### config.mk
export PLATFORM = sky130hd
export DESIGN_NAME = serial_word_feeder
export DESIGN_NICKNAME = d
export VERILOG_FILES = /design/src/rtl/serial_word_feeder.sv
export SDC_FILE = /design/constraint.sdc
export NUM_CORES = 1
export LEC_CHECK = 0
export ABC_AREA = 1
export CAP_MARGIN = 20
export CORE_MARGIN = 3
export CORE_UTILIZATION = 39
export CTS_BUF_LIST = sky130_fd_sc_hd__clkbuf_8
export DETAILED_ROUTE_END_ITERATION = 16
export DONT_BUFFER_PORTS = 1
export GPL_TIMING_DRIVEN = 1
export REMOVE_ABC_BUFFERS = 1
export SLEW_MARGIN = 20
export SYNTH_ARGS = -nofsm -noshare
export SYNTH_HDL_FRONTEND = slang
export SYNTH_SLANG_ARGS = --single-unit
### constraint.sdc
create_clock -name clk -period 2.4 [get_ports clk]
set_input_delay 0.36 -clock clk [delete_from_list [all_inputs] [get_ports clk]]
set_output_delay 0.36 -clock clk [all_outputs]
set_load 0.02 [all_outputs]
### src/rtl/serial_word_feeder.sv
`timescale 1ns/1ps
// Serial feeder for a downstream bidirectional shift register: accepts a word over
// valid/ready and replays it as WIDTH strobed bits, one bit every DIV clocks.
module serial_word_feeder #(
    parameter int WIDTH = 4,
    parameter int DIV   = 1,
    localparam int CW   = $clog2(WIDTH + 1),
    localparam int DW   = (DIV > 1) ? $clog2(DIV) : 1
) (
    input  logic             clk,
    input  logic             rst,
    input  logic             in_valid,
    output logic             in_ready,
    input  logic [WIDTH-1:0] in_data,
    input  logic             in_dir,
    input  logic             abort,
    output logic             serial_out,
    output logic             shift_en,
    output logic             dir_out,
    output logic             busy,
    output logic             done,
    output logic [CW-1:0]    bit_cnt
);

    // Handshake: a word transfers on any rising edge where in_valid && in_ready;
    // in_ready depends on state only, and in_valid is ignored when in_ready is low.
    typedef enum logic [1:0] {
        S_IDLE  = 2'd0,
        S_SHIFT = 2'd1,
        S_DONE  = 2'd2
    } state_t;

    state_t           state_q, state_d;
    logic [DW-1:0]    div_cnt_q, div_cnt_d;
    logic [CW-1:0]    bit_cnt_q, bit_cnt_d;
    logic [WIDTH-1:0] shreg_q, shreg_d;
    logic             dir_q, dir_d;
    logic             strobe;

    assign strobe = (state_q == S_SHIFT) && (div_cnt_q == DW'(DIV - 1));

    always_ff @(posedge clk or posedge rst) begin
        if (rst) begin
            state_q   <= S_IDLE;
            div_cnt_q <= '0;
            bit_cnt_q <= '0;
            shreg_q   <= '0;
            dir_q     <= 1'b0;
        end else begin
            state_q   <= state_d;
            div_cnt_q <= div_cnt_d;
            bit_cnt_q <= bit_cnt_d;
            shreg_q   <= shreg_d;
            dir_q     <= dir_d;
        end
    end

    always_comb begin
        state_d   = state_q;
        div_cnt_d = div_cnt_q;
        bit_cnt_d = bit_cnt_q;
        shreg_d   = shreg_q;
        dir_d     = dir_q;
        case (state_q)
            S_IDLE: begin
                if (in_valid) begin
                    shreg_d   = in_data;
                    dir_d     = in_dir;
                    div_cnt_d = '0;
                    bit_cnt_d = '0;
                    state_d   = S_SHIFT;
                end
            end
            S_SHIFT: begin
                if (abort) begin
                    state_d   = S_IDLE;
                    div_cnt_d = '0;
                    bit_cnt_d = '0;
                end else if (strobe) begin
                    // The bit on serial_out was just taken downstream; expose the next one.
                    div_cnt_d = '0;
                    bit_cnt_d = bit_cnt_q + CW'(1);
                    shreg_d   = dir_q ? {shreg_q[WIDTH-2:0], 1'b0}
                                      : {1'b0, shreg_q[WIDTH-1:1]};
                    if (bit_cnt_q == CW'(WIDTH - 1)) begin
                        state_d = S_DONE;
                    end
                end else begin
                    div_cnt_d = div_cnt_q + DW'(1);
                end
            end
            S_DONE: begin
                state_d = S_IDLE;
                if (abort) begin
                    bit_cnt_d = '0;
                end
            end
            default: begin
                state_d = S_IDLE;
            end
        endcase
    end

    assign in_ready   = (state_q == S_IDLE);
    assign busy       = (state_q != S_IDLE);
    assign done       = (state_q == S_DONE);
    assign shift_en   = strobe;
    assign dir_out    = dir_q;
    assign bit_cnt    = bit_cnt_q;
    assign serial_out = (state_q == S_SHIFT) && (dir_q ? shreg_q[WIDTH-1] : shreg_q[0]);

endmodule

* After elaboration in Yosys (flattened, before gate mapping)
Cells that the tools add are included.
Storage, ports and cells: bits in registers 11, word-level logic and storage cells 48, output and inout port bits 9
Operators by class: reduce and logical (&&, ||, !) cells 11, multiplexer cells 20, equality and inequality tests 9, bitwise logic cells 1, add/sub/neg operators 2
Operators by type and width (count):
- $mux W4 | 4
- $mux W3 | 4
- $pmux W3 S3 | 1
- $mux W2 | 4
- $ne A2 B2 Y1 const B | 4
- $pmux W4 S2 | 1
- $reduce_and A4 Y1 | 2
- $mux W1 | 4
- $pmux W2 S2 | 1
- $reduce_and A2 Y1 | 2
- $reduce_bool A2 Y1 | 2
- $add A3 B1 Y3 const B | 1
- $eq A3 B2 Y1 const B | 1
- $ne A3 B2 Y1 const B | 1
- $ne A3 B3 Y1 const B | 1
- $reduce_and A3 Y1 | 1
- $reduce_bool A3 Y1 | 1
- $eq A2 B1 Y1 const B | 1
- $eq A2 B2 Y1 const B | 1
- $logic_and A1 B1 Y1 | 2
- $logic_not A2 Y1 | 1
- $pmux W1 S2 | 1
- $add A1 B1 Y1 const B | 1
- $not A1 Y1 | 1

* Logic depth before layout (Yosys ltp)
word-level depth 5, depth in mapped cells 7, depth with buffers taken out 7

* Least setup slack after synthesis
No wires, ideal clock.
kind register to output, start point register state_q[1], end point output serial_out, path slack 1.026 ns, stages on the path, launching flop included 6, required time 2.040 ns, buffers on the path 0, arrival time 1.014 ns, cell sequence dfrtp_1 > inv_2 > nand2_2 > clkinv_1 > o21ai_1 > a21oi_1
Between the ends: cells in the longest elaborated chain, start to end 2
Ends and longest elaborated chain:
- start: declaration | line 33 | state_t state_q, state_d;
- start signal: assignment | line 50 | state_q <= state_d;
- $eq A2 B1 Y1 | line 110 | assign serial_out = (state_q == S_SHIFT) && (dir_q ? shreg_q[WIDTH-1] : shreg_q[0]);
- $logic_and A1 B1 Y1 | line 110
- end: declaration | line 17 | output logic serial_out,
Every way passes these cells.

* Worst setup path in the final report
Ends and elaborated chain as after synthesis.

==> results.md <==
- Status: finished, final reports clean
- Initial antenna violation count: 0
- Vias in the first global route: 523
- Place WS: 0.851 ns
- Longest Clk Path Bufs: 2
- Yosys Warn Count: 0
- Final setup violation count: 0
- Most numerous cell in the Yosys netlist: nand2_1
- Hold slack: 0.0109 ns
- TritonCTS buffer count: 3
- Setup Fix Bufs, Post-CTS: 0
- WP data arrival: around 1.4 ns
- Critical path capture point type: primary output
- Maximum VDD drop: 555 uV
- Synth top area cells: dfrtp_1, nand2_1, inv_1
- ANT nets after route: 0
- Final WL: between 1 and 1.5 mm
- Initial Util: roughly 43%
- Drt via density: 5.12
- Slew Limit Fails: 0
- Via count: 584
- Hold Violations, Final: 0
- Critical path launch point type: register
- WL per Instance: 12.0 um
- Utilization after layout: a little under half
- Ports: 18
- Top FF cell, synth: dfrtp_1
- Share of layout cells above drive strength 1: 14.3%
- Highest Clock Rate: 556 MHz
- Clock skew: 0.00386 ns
- Synth area leader: dfrtp_1
- Worst path required time: 2.04 ns
- Critical path class: register to primary output
- Core area: 1580 sq um
- Synthesized cell area: 676 sq um
- Worst-Margin Slew: between 0.4 and 0.5 ns
- Crit Path Max Fanout: 12
- Port bufs: 0
- Die area: 2270 sq um
- Mapped Cells: between 90 and 100
- Cell Pwr Density: between 1000 and 1500 nW/um^2
- Detailed Routing Iterations Pass 1: 4
- CTS tree: yes
- Max-cap violations: 0
- Reg2reg path depth: 7
- Fin crit period: 1.80 ns
- H-tree depth: 1
- RSZ-0062 raised after global routing: false
- Clock sink count: 11
- Total grt overflow: 0
- Post-synth EDFFs: 0
- Initial DRC Count: 9
- Diodes inserted: 0
- Die H: 47.6 um
- GRT Util Overall: between 10% and 20%
- Pin count of the biggest net entering global routing: 13
- CTS Hold Buffers Added: 0
- Root Buffer Master: clkbuf_8
- Final period util: 75.0%
- Max_slew headroom: 70.5%
- Seq/Total Area, Yosys: 40.7%
- Clock Latency Late Sink: roughly 0.24 ns
- Post-synth top cells: nand2_1, inv_1, dfrtp_1
- #FFs+latches synth: 11
- First-pass GRT wire length: around 2.2 mm
- GPL Wtd Cong: 0.768
- Async set or reset register ratio after synthesis: 100%
- Worst hold path class: primary input to async pin
- Final worst slack: between 0.5 and 0.6 ns
- Fin nets: 110
- RR Startpoint: bit_cnt[0]
- # rows: 14
- Syn avg cell area: 7.11 sq um
- Setup TNS: 0 ns
- Post-synth top area share: 40.7%
- Area delta synth->final: 7.96%
- Worst setup path startpoint: state_q[1]
- CTS resizes: 0
- Leak Pwr: 0.416 nW
- Clock transition at the registers of the reported paths: about 0.05 ns
- Die Wd: 47.6 um
- DP HPWL: ~1.1 mm
- Netlist cell types: 18
- DRC violations left: 0
final timing paths:
kind	to	slack, ns
worst min-delay path	dir_out	0.01
max in group asynchronous	bit_cnt[0]	2.09
worst max-delay path	serial_out	0.60
min in group clk	dir_out	0.26
worst min register to register	shreg_q[3]	0.53
worst max register to register	bit_cnt[2]	0.96
per-stage QoR:
stage | instance area, sq um | instances | total power [mW]
5_1_grt | 729 | 114 | 0.904
3_3_place_gp | 684 | 110 | 0.654
2_1_floorplan | 664 | 94 | 0.593
4_1_cts | 729 | 114 | 0.839
6_report | 729 | 114 | 0.829
3_5_place_dp | 684 | 110 | 0.659
per-layer routing:
metal	track usage (%)	share of wire [%]	wire length [um]
met5	0	0	0
met4	9.68	2.5	34
met3	3.38	5.4	73
met2	23.0	45	616
met1	16.6	47	638
layout make-up:
type | instances | area (sq um)
Tap cell | 16 | 20.0
Clock buffer | 3 | 41.3
Multi-Input combinational cell | 67 | 329
Clock inverter | 1 | 3.75
Fill cell | 167 | 847
Sequential cell | 11 | 275
Inverter | 16 | 60.1
placed cells by master (no fill, tap or decap):
cell / instances
dfrtp_1: 11
nand3_2: 1
o21ai_1: 5
inv_2: 3
clkbuf_8: 3
nor3_1: 1
nand4_1: 4
nand2_1: 35
nor2_1: 5
inv_1: 13
clkinv_1: 1
nand2_4: 2
nor2_2: 2
nand2_2: 3
a21oi_1: 1
o21ai_0: 1
nand3_1: 5
ha_1: 2
where the power goes:
group | total (mW) | internal, mW | switching (mW)
Sequential | 0.331 | 0.243 | 0.0883
Combinational | 0.320 | 0.0942 | 0.226
Clock | 0.178 | 0.112 | 0.0660
Total | 0.829 | 0.449 | 0.380
logic make-up after synthesis:
family | Yosys count | synth area share (%)
buffers and inverters | 17 | 10.6
AO/OA/AOI/OAI | 7 | 5.18
adder cells (fa/ha/maj) | 2 | 3.70
flip-flops | 11 | 40.7
AND/OR/NAND/NOR | 58 | 39.8
flip-flops by register name, indices dropped and copies added (netlist names):
signal / count
state_q: 2
shreg_q: 4
dir_out: 1
div_cnt_q: 1
bit_cnt: 3
critical path, stage by stage, from the launching register on:
cell      delay, ns
dfrtp_1        0.40
inv_2          0.08
nand2_2        0.14
clkinv_1       0.13
o21ai_1        0.07
a21oi_1        0.38
Power figures use the tool's default switching activity.
